`config.mk`:
```
export PLATFORM = sky130hd
export DESIGN_NAME = screen_sequencer
export DESIGN_NICKNAME = d
export VERILOG_FILES = /design/src/rtl/screen_pkg.sv /design/src/rtl/key_debounce.sv /design/src/rtl/screen_sequencer.sv
export SDC_FILE = /design/constraint.sdc
export NUM_CORES = 1
export LEC_CHECK = 0
export BUFFER_PORTS_ARGS = -buffer_cell sky130_fd_sc_hd__buf_2
export CAP_MARGIN = 25
export CORE_MARGIN = 8
export CORE_UTILIZATION = 60
export DETAILED_ROUTE_END_ITERATION = 8
export PLACE_DENSITY_LB_ADDON = 0.12
export SYNTH_ARGS = -nofsm -noshare
export SYNTH_HDL_FRONTEND = slang
export SYNTH_SLANG_ARGS = --single-unit
export TNS_END_PERCENT = 100
```
`constraint.sdc`:
```
create_clock -name clk -period 9.85 [get_ports clk]
set_input_delay 0.985 -clock clk [delete_from_list [all_inputs] [get_ports clk]]
set_output_delay 0.985 -clock clk [all_outputs]
set_load 0.005 [all_outputs]
```
`src/rtl/screen_pkg.sv`:
```
// screen_pkg: shared state/source types and the per-channel fade helper for the screen sequencer
package screen_pkg;
  typedef enum logic [2:0] {MENU, FADE_OUT, FADE_IN, GAME, OVER} seq_state_t;
  typedef enum logic {SRC_MENU, SRC_GAME} src_t;
  localparam int FADE_STEPS_DEFAULT = 16;
  localparam int FADE_SHIFT = $clog2(FADE_STEPS_DEFAULT);
  function automatic logic [7:0] fade_chan(input logic [7:0] c, input logic [4:0] level, input int shift);
    logic [12:0] p;
    p = {5'b0, c} * {8'b0, level};
    return 8'(p >> shift);
  endfunction
endpackage

```
`src/rtl/key_debounce.sv`:
```
// key_debounce: 2-FF synchroniser, stability counter and press pulse for an active-low key
module key_debounce #(
  parameter int CYCLES = 1_000_000
) (
  input  logic clk,
  input  logic reset,
  input  logic key_n,
  output logic press
);
  localparam int W = $clog2(CYCLES + 1);
  logic [1:0] sync;
  logic stable;
  logic [W-1:0] cnt;
  logic differ;
  assign differ = sync[1] != stable;
  always_ff @(posedge clk or posedge reset) begin
    if (reset) begin
      sync <= 2'b11;
      stable <= 1'b1;
      cnt <= '0;
      press <= 1'b0;
    end else begin
      sync <= {sync[0], key_n};
      press <= 1'b0;
      if (!differ) cnt <= '0;
      else if (cnt == W'(CYCLES - 1)) begin
        stable <= sync[1];
        cnt <= '0;
        press <= !sync[1];
      end else cnt <= cnt + 1'b1;
    end
  end
endmodule

```
`src/rtl/screen_sequencer.sv`:
```
// screen_sequencer: menu/game source select with frame-stepped fades and the MENU/GAME/OVER flow
module screen_sequencer
  import screen_pkg::*;
#(
  parameter int DEBOUNCE_CYCLES = 1_000_000,
  parameter int FADE_STEPS = FADE_STEPS_DEFAULT,
  parameter int OVER_FRAMES = 120
) (
  input  logic        clk,
  input  logic        reset,
  input  logic [10:0] x_cnt,
  input  logic [9:0]  y_cnt,
  input  logic [23:0] menu_RGB,
  input  logic [23:0] game_RGB,
  input  logic        start_btn_n,
  input  logic        game_over,
  output logic [23:0] pixel_RGB,
  output logic        game_start,
  output logic        menu_active,
  output logic        in_game
);
  localparam int SHIFT = $clog2(FADE_STEPS);
  localparam int OW = $clog2(OVER_FRAMES + 1);
  localparam logic [4:0] MAX = 5'(FADE_STEPS);
  seq_state_t state, state_n;
  src_t src, src_n;
  logic [4:0] level, level_n;
  logic [OW-1:0] over_cnt, over_n;
  logic gs_n, start_pulse, prev_zero, zero, tick;
  logic [23:0] src_rgb;
  key_debounce #(.CYCLES(DEBOUNCE_CYCLES)) u_key (
    .clk(clk),
    .reset(reset),
    .key_n(start_btn_n),
    .press(start_pulse)
  );
  // a stalled (0,0) counter yields only the first-cycle tick
  assign zero = x_cnt == '0 && y_cnt == '0;
  assign tick = zero && !prev_zero;
  assign menu_active = src == SRC_MENU;
  assign in_game = state == GAME;
  assign src_rgb = src == SRC_GAME ? game_RGB : menu_RGB;
  always_comb begin
    state_n = state;
    src_n = src;
    level_n = level;
    over_n = over_cnt;
    gs_n = 1'b0;
    case (state)
      MENU: begin
        src_n = SRC_MENU;
        level_n = MAX;
        if (start_pulse) state_n = FADE_OUT;
      end
      FADE_OUT: if (tick) begin
        level_n = level > 5'd1 ? level - 5'd1 : 5'd0;
        if (level <= 5'd1) begin
          src_n = src == SRC_MENU ? SRC_GAME : SRC_MENU;
          gs_n = src == SRC_MENU;
          state_n = FADE_IN;
        end
      end
      FADE_IN: begin
        if (level >= MAX) state_n = src == SRC_GAME ? GAME : MENU;
        else if (tick) level_n = level + 5'd1;
      end
      GAME: if (game_over) begin
        state_n = OVER;
        over_n = '0;
      end
      OVER: if (tick) begin
        over_n = over_cnt + 1'b1;
        if (over_cnt == OW'(OVER_FRAMES - 1)) state_n = FADE_OUT;
      end
      default: state_n = MENU;
    endcase
  end
  always_ff @(posedge clk or posedge reset) begin
    if (reset) begin
      state <= MENU;
      src <= SRC_MENU;
      level <= MAX;
      over_cnt <= '0;
      prev_zero <= 1'b0;
      game_start <= 1'b0;
      pixel_RGB <= '0;
    end else begin
      state <= state_n;
      src <= src_n;
      level <= level_n;
      over_cnt <= over_n;
      prev_zero <= zero;
      game_start <= gs_n;
      pixel_RGB <= {fade_chan(src_rgb[23:16], level, SHIFT),
                    fade_chan(src_rgb[15:8], level, SHIFT),
                    fade_chan(src_rgb[7:0], level, SHIFT)};
    end
  end
endmodule

```
== Word level (Yosys, flattened, before mapping) ==
Index checks and enable logic that the tools add are counted.

* Multiply operators: 3
* Magnitude comparators: 3
* Shift-type cells: 0
* Reductions and logical operators: 15
* Div/mod/pow operators: 0
* Bitwise logic cells: 1
* Equal/unequal tests: 16
* Add/subtract/negate cells: 4
* Multiplexer cells: 29

{| class="wikitable"
|+ Operator list
! operator !! number
|-
| $mux 20 || 2
|-
| $mul 8x5->12 || 3
|-
| $mux 24 || 1
|-
| $mux 3 || 7
|-
| $add 20x1->20 const B || 1
|-
| $eq 20x20->1 const B || 1
|-
| $mux 5 || 4
|-
| $ne 2x2->1 const B || 8
|-
| $pmux 3 s5 || 1
|-
| $pmux 5 s3 || 1
|-
| $mux 7 || 2
|-
| $pmux 7 s2 || 1
|-
| $logic_not 11->1 || 1
|-
| $logic_not 10->1 || 1
|-
| $mux 1 || 8
|-
| $add 7x1->7 const B || 1
|-
| $eq 7x7->1 const B || 1
|-
| $reduce_and 7->1 || 1
|-
| $eq 3x2->1 const B || 2
|-
| $reduce_and 3->1 || 2
|-
| $add 5x1->5 const B || 1
|-
| $ge 5x5->1 const B || 1
|-
| $gt 5x1->1 const B || 1
|-
| $le 5x1->1 const B || 1
|-
| other kinds (15) || 18
|}

* Bits in latches: 0
* Memories kept: 0
* Memory bits (read-only): 0
* Register bits: 66
* Output and inout port bits: 27
* Input port bits: 73
* Bits in writable memories: 0

== Depth between registers and ports, before layout ==
* Depth in word-level cells: 6
* Mapped depth: 17
* Mapped depth without buffers: 14

== Cells and area by module ==
A second synthesis with hierarchy kept.

* Cells, all modules: 714
* Area, all modules: 6700.2 um^2

{| class="wikitable"
|+ Modules (own cells, without submodules)
! module !! cells each !! instances !! area each (um^2)
|-
| screen_sequencer || 606 || 1 || 5507.8
|-
| key_debounce || 108 || 1 || 1192.4
|}

== Worst setup path after synthesis ==
OpenSTA, ideal clock, no wires.

* Kind: flip-flop to flip-flop
* Start point: register src
* End point: register pixel_RGB[23]
* Arrival: 4527 ps
* Cell stages (with the launch flop): 17
* Setup time: 122 ps
* Setup slack: 5202 ps
* Required time: 9728 ps
* Clock period less this slack: 4648 ps
* Cells stage by stage: dfrtp_1 > buf_2 > buf_2 > buf_2 > mux2_2 > and2_1 > fa_1 > fa_1 > inv_1 > fa_1 > inv_1 > ha_1 > a21oi_1 > a21boi_0 > o31a_1 > and4_1 > a2111oi_1

* Word-level cells in the longest chain between the ends: 2

{| class="wikitable"
|+ RTL lines
! element !! line !! RTL
|-
| from (decl) || screen_sequencer.sv:26 || <nowiki>src_t src, src_n;</nowiki>
|-
| from (signal assigned) || screen_sequencer.sv:89 || <nowiki>src <= src_n;</nowiki>
|-
| $mux 24 || screen_sequencer.sv:42 || <nowiki>assign src_rgb = src == SRC_GAME ? game_RGB : menu_RGB;</nowiki>
|-
| $mul 8x5->12 || screen_pkg.sv:9 || <nowiki>p = {5'b0, c} * {8'b0, level};</nowiki>
|-
| to (signal assigned) || screen_sequencer.sv:94 || <nowiki>pixel_RGB <= {fade_chan(src_rgb[23:16], level, SHIFT),</nowiki>
|-
| to (decl) || screen_sequencer.sv:17 || <nowiki>output logic [23:0] pixel_RGB,</nowiki>
|}

Every way passes these cells.
A chain may end at the register's enable or synchronous reset.

== Worst setup path in the final report ==
Same ends and word-level chain as after synthesis.

==> results.json <==
{
  "outcome": "finished clean",
  "highest_layer": "met4",
  "setup_total_negative_slack_ns": 0,
  "yosys_most_used_dff": "sky130_fd_sc_hd__dfrtp_1",
  "core_region_area_mm2": 0.0107,
  "timing.max_cap.violations": 0,
  "fp_rows": 38,
  "syn2layout_area_growth_pct": 12.7,
  "layout_worst_path_cycle_share_pct": 48.3,
  "drive_gt1_share_pct": 20.3,
  "ant_nets": 0,
  "share_of_synthesized_registers_carrying_an_async_set_or_reset_pct": 100,
  "clk_path_buf_depth": 2,
  "insertedDiodeCount": 0,
  "synth_seq_cells": 66,
  "total_power_mw": 0.644,
  "post_drt_wl_per_cell_um": 14.8,
  "post_cts_repair_timing_setup_buffer_count": 0,
  "die_area_mm2": 0.0145,
  "crit_path_start_kind": "register",
  "avgViaCountPerCell": 5.53,
  "cts_repair_resize_count": 0,
  "final-max-slew-violation-count": 0,
  "chipWidth_um": 121,
  "clock-root-buffer": "sky130_fd_sc_hd__clkbuf_8",
  "post_synth_inst_count": 696,
  "num_io_pins": 100,
  "cts_made_buffers": 9,
  "maxClockFrequency_mhz": 210,
  "worst-slew-pin-transition_ns": 0.979,
  "power.density_cell_area_mw_per_mm2": 87.1,
  "maxSlewHeadroom_pct": 34.7,
  "antenna_found_initial": 0,
  "worst_skew_pair.late_latency_ns": 0.36,
  "via_count": 5142,
  "setup_repair_after_global_routing_missed_its_margin": "no",
  "final_cells": 930,
  "critical_path_required_ns": 10.08,
  "post-place-cells": 914,
  "total_number_of_h_tree_levels": 3,
  "postCtsHoldBufs": 0,
  "first_pass_grt_wire_length_um": 24000,
  "synth_enable_flop_cells": 0,
  "synthesized_net_count": 876,
  "weighted_congestion_at_the_end_of_routability_driven_global_placement": 0.784,
  "crit_path_end_kind": "register",
  "io_buffer_count": 99,
  "crit_type": "register to register",
  "finish.net_count": 965,
  "power.static_leakage_nw": 3.57,
  "met2_length_um": 7090,
  "detail_route.first_pass.iterations": 4,
  "gr-usage-all-layers_pct": 19.9,
  "layout.filler_cells": 892,
  "first_global_vias": 5419,
  "ir_worst_vdd_mv": 0.0537,
  "starting_density_of_the_core_pct": 61.0,
  "total_overflow_reported_by_the_global_router": 0,
  "synth_cell_types": 71,
  "netlist_area_mm2": 0.00655,
  "route.detailed.drc": 0,
  "ys_warns": 0,
  "grt_start_max_net_pins": 67,
  "finalClockSkew_ns": 0.0121,
  "first_iter_violations": 223,
  "tritoncts": "built",
  "clk_pin_slew_worst_paths_ns": 0.07,
  "worstPathArrival_ns": 4.99,
  "wl_met1_um": 6040,
  "number_of_failing_hold_endpoints_at_the_final_stage": 0,
  "drt-total-wl_um": 13800,
  "clock_sink_count": 66,
  "report.final.setup_viol": 0,
  "met3WireLength_um": 439,
  "die_y_um": 121,
  "crit_fanout": 36,
  "timing.final.crit_period_ns": 4.76,
  "synth.avg_cell_area_um2": 9.42,
  "place_hpwl_um": 10700,
  "synth.yosys.seq_area_share_pct": 25.3,
  "hold_path_class": "register to register"
}
-- through the flow --
step	util, %	setup slack, ns	instance area, um^2	hold slack [ns]
2_1_floorplan	-	5.20	6550	0.345
3_3_place_gp	66.4	4.99	7140	0.347
3_5_place_dp	66.4	4.84	7140	0.354
4_1_cts	68.7	5.10	7390	0.364
5_1_grt	68.7	4.72	7390	0.367
6_report	68.7	5.09	7390	0.363
-- logic make-up (layout without fill, tap and decap cells) --
kind of cell | Yosys count | count (layout) | synth area share [%]
simple gates | 276 | 276 | 23.3
mux | 28 | 28 | 4.72
compound gates | 81 | 81 | 8.95
flops | 66 | 66 | 25.3
buf+inv | 97 | 191 | 5.88
fa+ha+maj | 107 | 107 | 25.9
xor+xnor | 41 | 41 | 5.90
-- sequential cells by signal (all words and copies together), names as in the netlist --
register / count
pixel_RGB: 24
u_key.cnt: 20
over_cnt: 7
level: 5
state: 3
u_key.sync: 2
game_start: 1
prev_zero: 1
src: 1
u_key.press: 1
u_key.stable: 1
-- final timing paths --
| check | slack [ns] | depth (start not counted) | to | start |
|---|---|---|---|---|
| min in group asynchronous | 0.87 | 3 | level[1] | reset |
| setup / recovery | 5.09 | 14 | pixel_RGB[23] | src |
| setup reg to reg | 5.09 | 14 | pixel_RGB[23] | src |
| hold / removal | 0.36 | 0 | u_key.sync[1] | u_key.sync[0] |
| hold reg to reg | 0.36 | 0 | u_key.sync[1] | u_key.sync[0] |
| max in group asynchronous | 8.43 | 3 | pixel_RGB[7] | reset |
-- synthesized netlist by cell type (all sizes together), types with 9 or more instances --
cell type,number,share of area (%)
and2,38,3.7
xor2,16,2.1
ha,59,11
nor3,15,1.4
xnor2,23,3.1
nand3,30,2.4
fa,48,15
mux2i,14,2.1
o21ai,9,0.69
clkbuf,16,0.92
nand2,46,2.7
a21oi,18,1.4
nor2b,28,2.7
nand2b,16,1.5
nor2,61,3.5
mux2,13,2.2
dfrtp,62,24
inv,73,4.2
-- critical path: stages, from the launching register on --
cell                        delay [ns]
sky130_fd_sc_hd__dfrtp_1          0.32
sky130_fd_sc_hd__buf_4            0.41
sky130_fd_sc_hd__mux2i_1          0.47
sky130_fd_sc_hd__nor2b_1          0.12
sky130_fd_sc_hd__fa_1             0.51
sky130_fd_sc_hd__fa_1             0.54
sky130_fd_sc_hd__inv_1            0.05
sky130_fd_sc_hd__fa_1             0.52
sky130_fd_sc_hd__inv_1            0.04
sky130_fd_sc_hd__ha_1             0.35
sky130_fd_sc_hd__a21oi_1          0.19
sky130_fd_sc_hd__a21boi_0         0.14
sky130_fd_sc_hd__o31a_1           0.37
sky130_fd_sc_hd__and4_1           0.23
sky130_fd_sc_hd__a2111oi_1        0.36
-- placed cells by master (no fill, tap or decap), types with 5 or more instances in the layout --
cell | synthesis | final
sky130_fd_sc_hd__mux2_2 | 12 | 12
sky130_fd_sc_hd__a211oi_1 | 8 | 8
sky130_fd_sc_hd__o21a_1 | 5 | 5
sky130_fd_sc_hd__nor3_1 | 12 | 12
sky130_fd_sc_hd__nor2_1 | 61 | 61
sky130_fd_sc_hd__and2_1 | 37 | 37
sky130_fd_sc_hd__o21ai_0 | 9 | 9
sky130_fd_sc_hd__nand2_1 | 45 | 45
sky130_fd_sc_hd__dfrtp_1 | 62 | 62
sky130_fd_sc_hd__clkbuf_8 | 0 | 10
sky130_fd_sc_hd__mux2i_1 | 14 | 14
sky130_fd_sc_hd__xor2_1 | 16 | 16
sky130_fd_sc_hd__nor2b_1 | 28 | 28
sky130_fd_sc_hd__ha_1 | 59 | 59
sky130_fd_sc_hd__a21o_1 | 6 | 6
sky130_fd_sc_hd__xnor2_1 | 23 | 23
sky130_fd_sc_hd__buf_2 | 5 | 99
sky130_fd_sc_hd__fa_1 | 48 | 48
sky130_fd_sc_hd__nand2b_1 | 16 | 16
sky130_fd_sc_hd__a21oi_1 | 18 | 18
sky130_fd_sc_hd__or3_1 | 5 | 5
sky130_fd_sc_hd__nand3_1 | 29 | 29
sky130_fd_sc_hd__inv_1 | 73 | 72
-- report_power, final --
group	total (mW)	switching, mW	internal, mW
clock	0.287	0.112	0.175
sequential	0.280	0.00267	0.278
combinational	0.0758	0.0414	0.0344
total	0.644	0.156	0.487
-- layout make-up --
type / count / area, um^2 / area share (%)
clock inverters: 6 / 114 / 1.54
clock buffers: 10 / 138 / 1.86
well taps: 140 / 175 / 2.37
flip-flops and latches: 66 / 1660 / 22.4
inverters: 73 / 274 / 3.71
repair buffers: 102 / 518 / 7.01
multi-input cells: 533 / 4510 / 61.1
-- routing by layer --
| layer | track usage, % | up-vias |
|---|---|---|
| li1 | - | 2513 |
| met1 | 23.8 | 2532 |
| met2 | 35.2 | 83 |
| met3 | 4.01 | 14 |
| met4 | 6.40 | 0 |
| met5 | 0 | - |
Note: power is estimated with default switching activity, not from simulation.
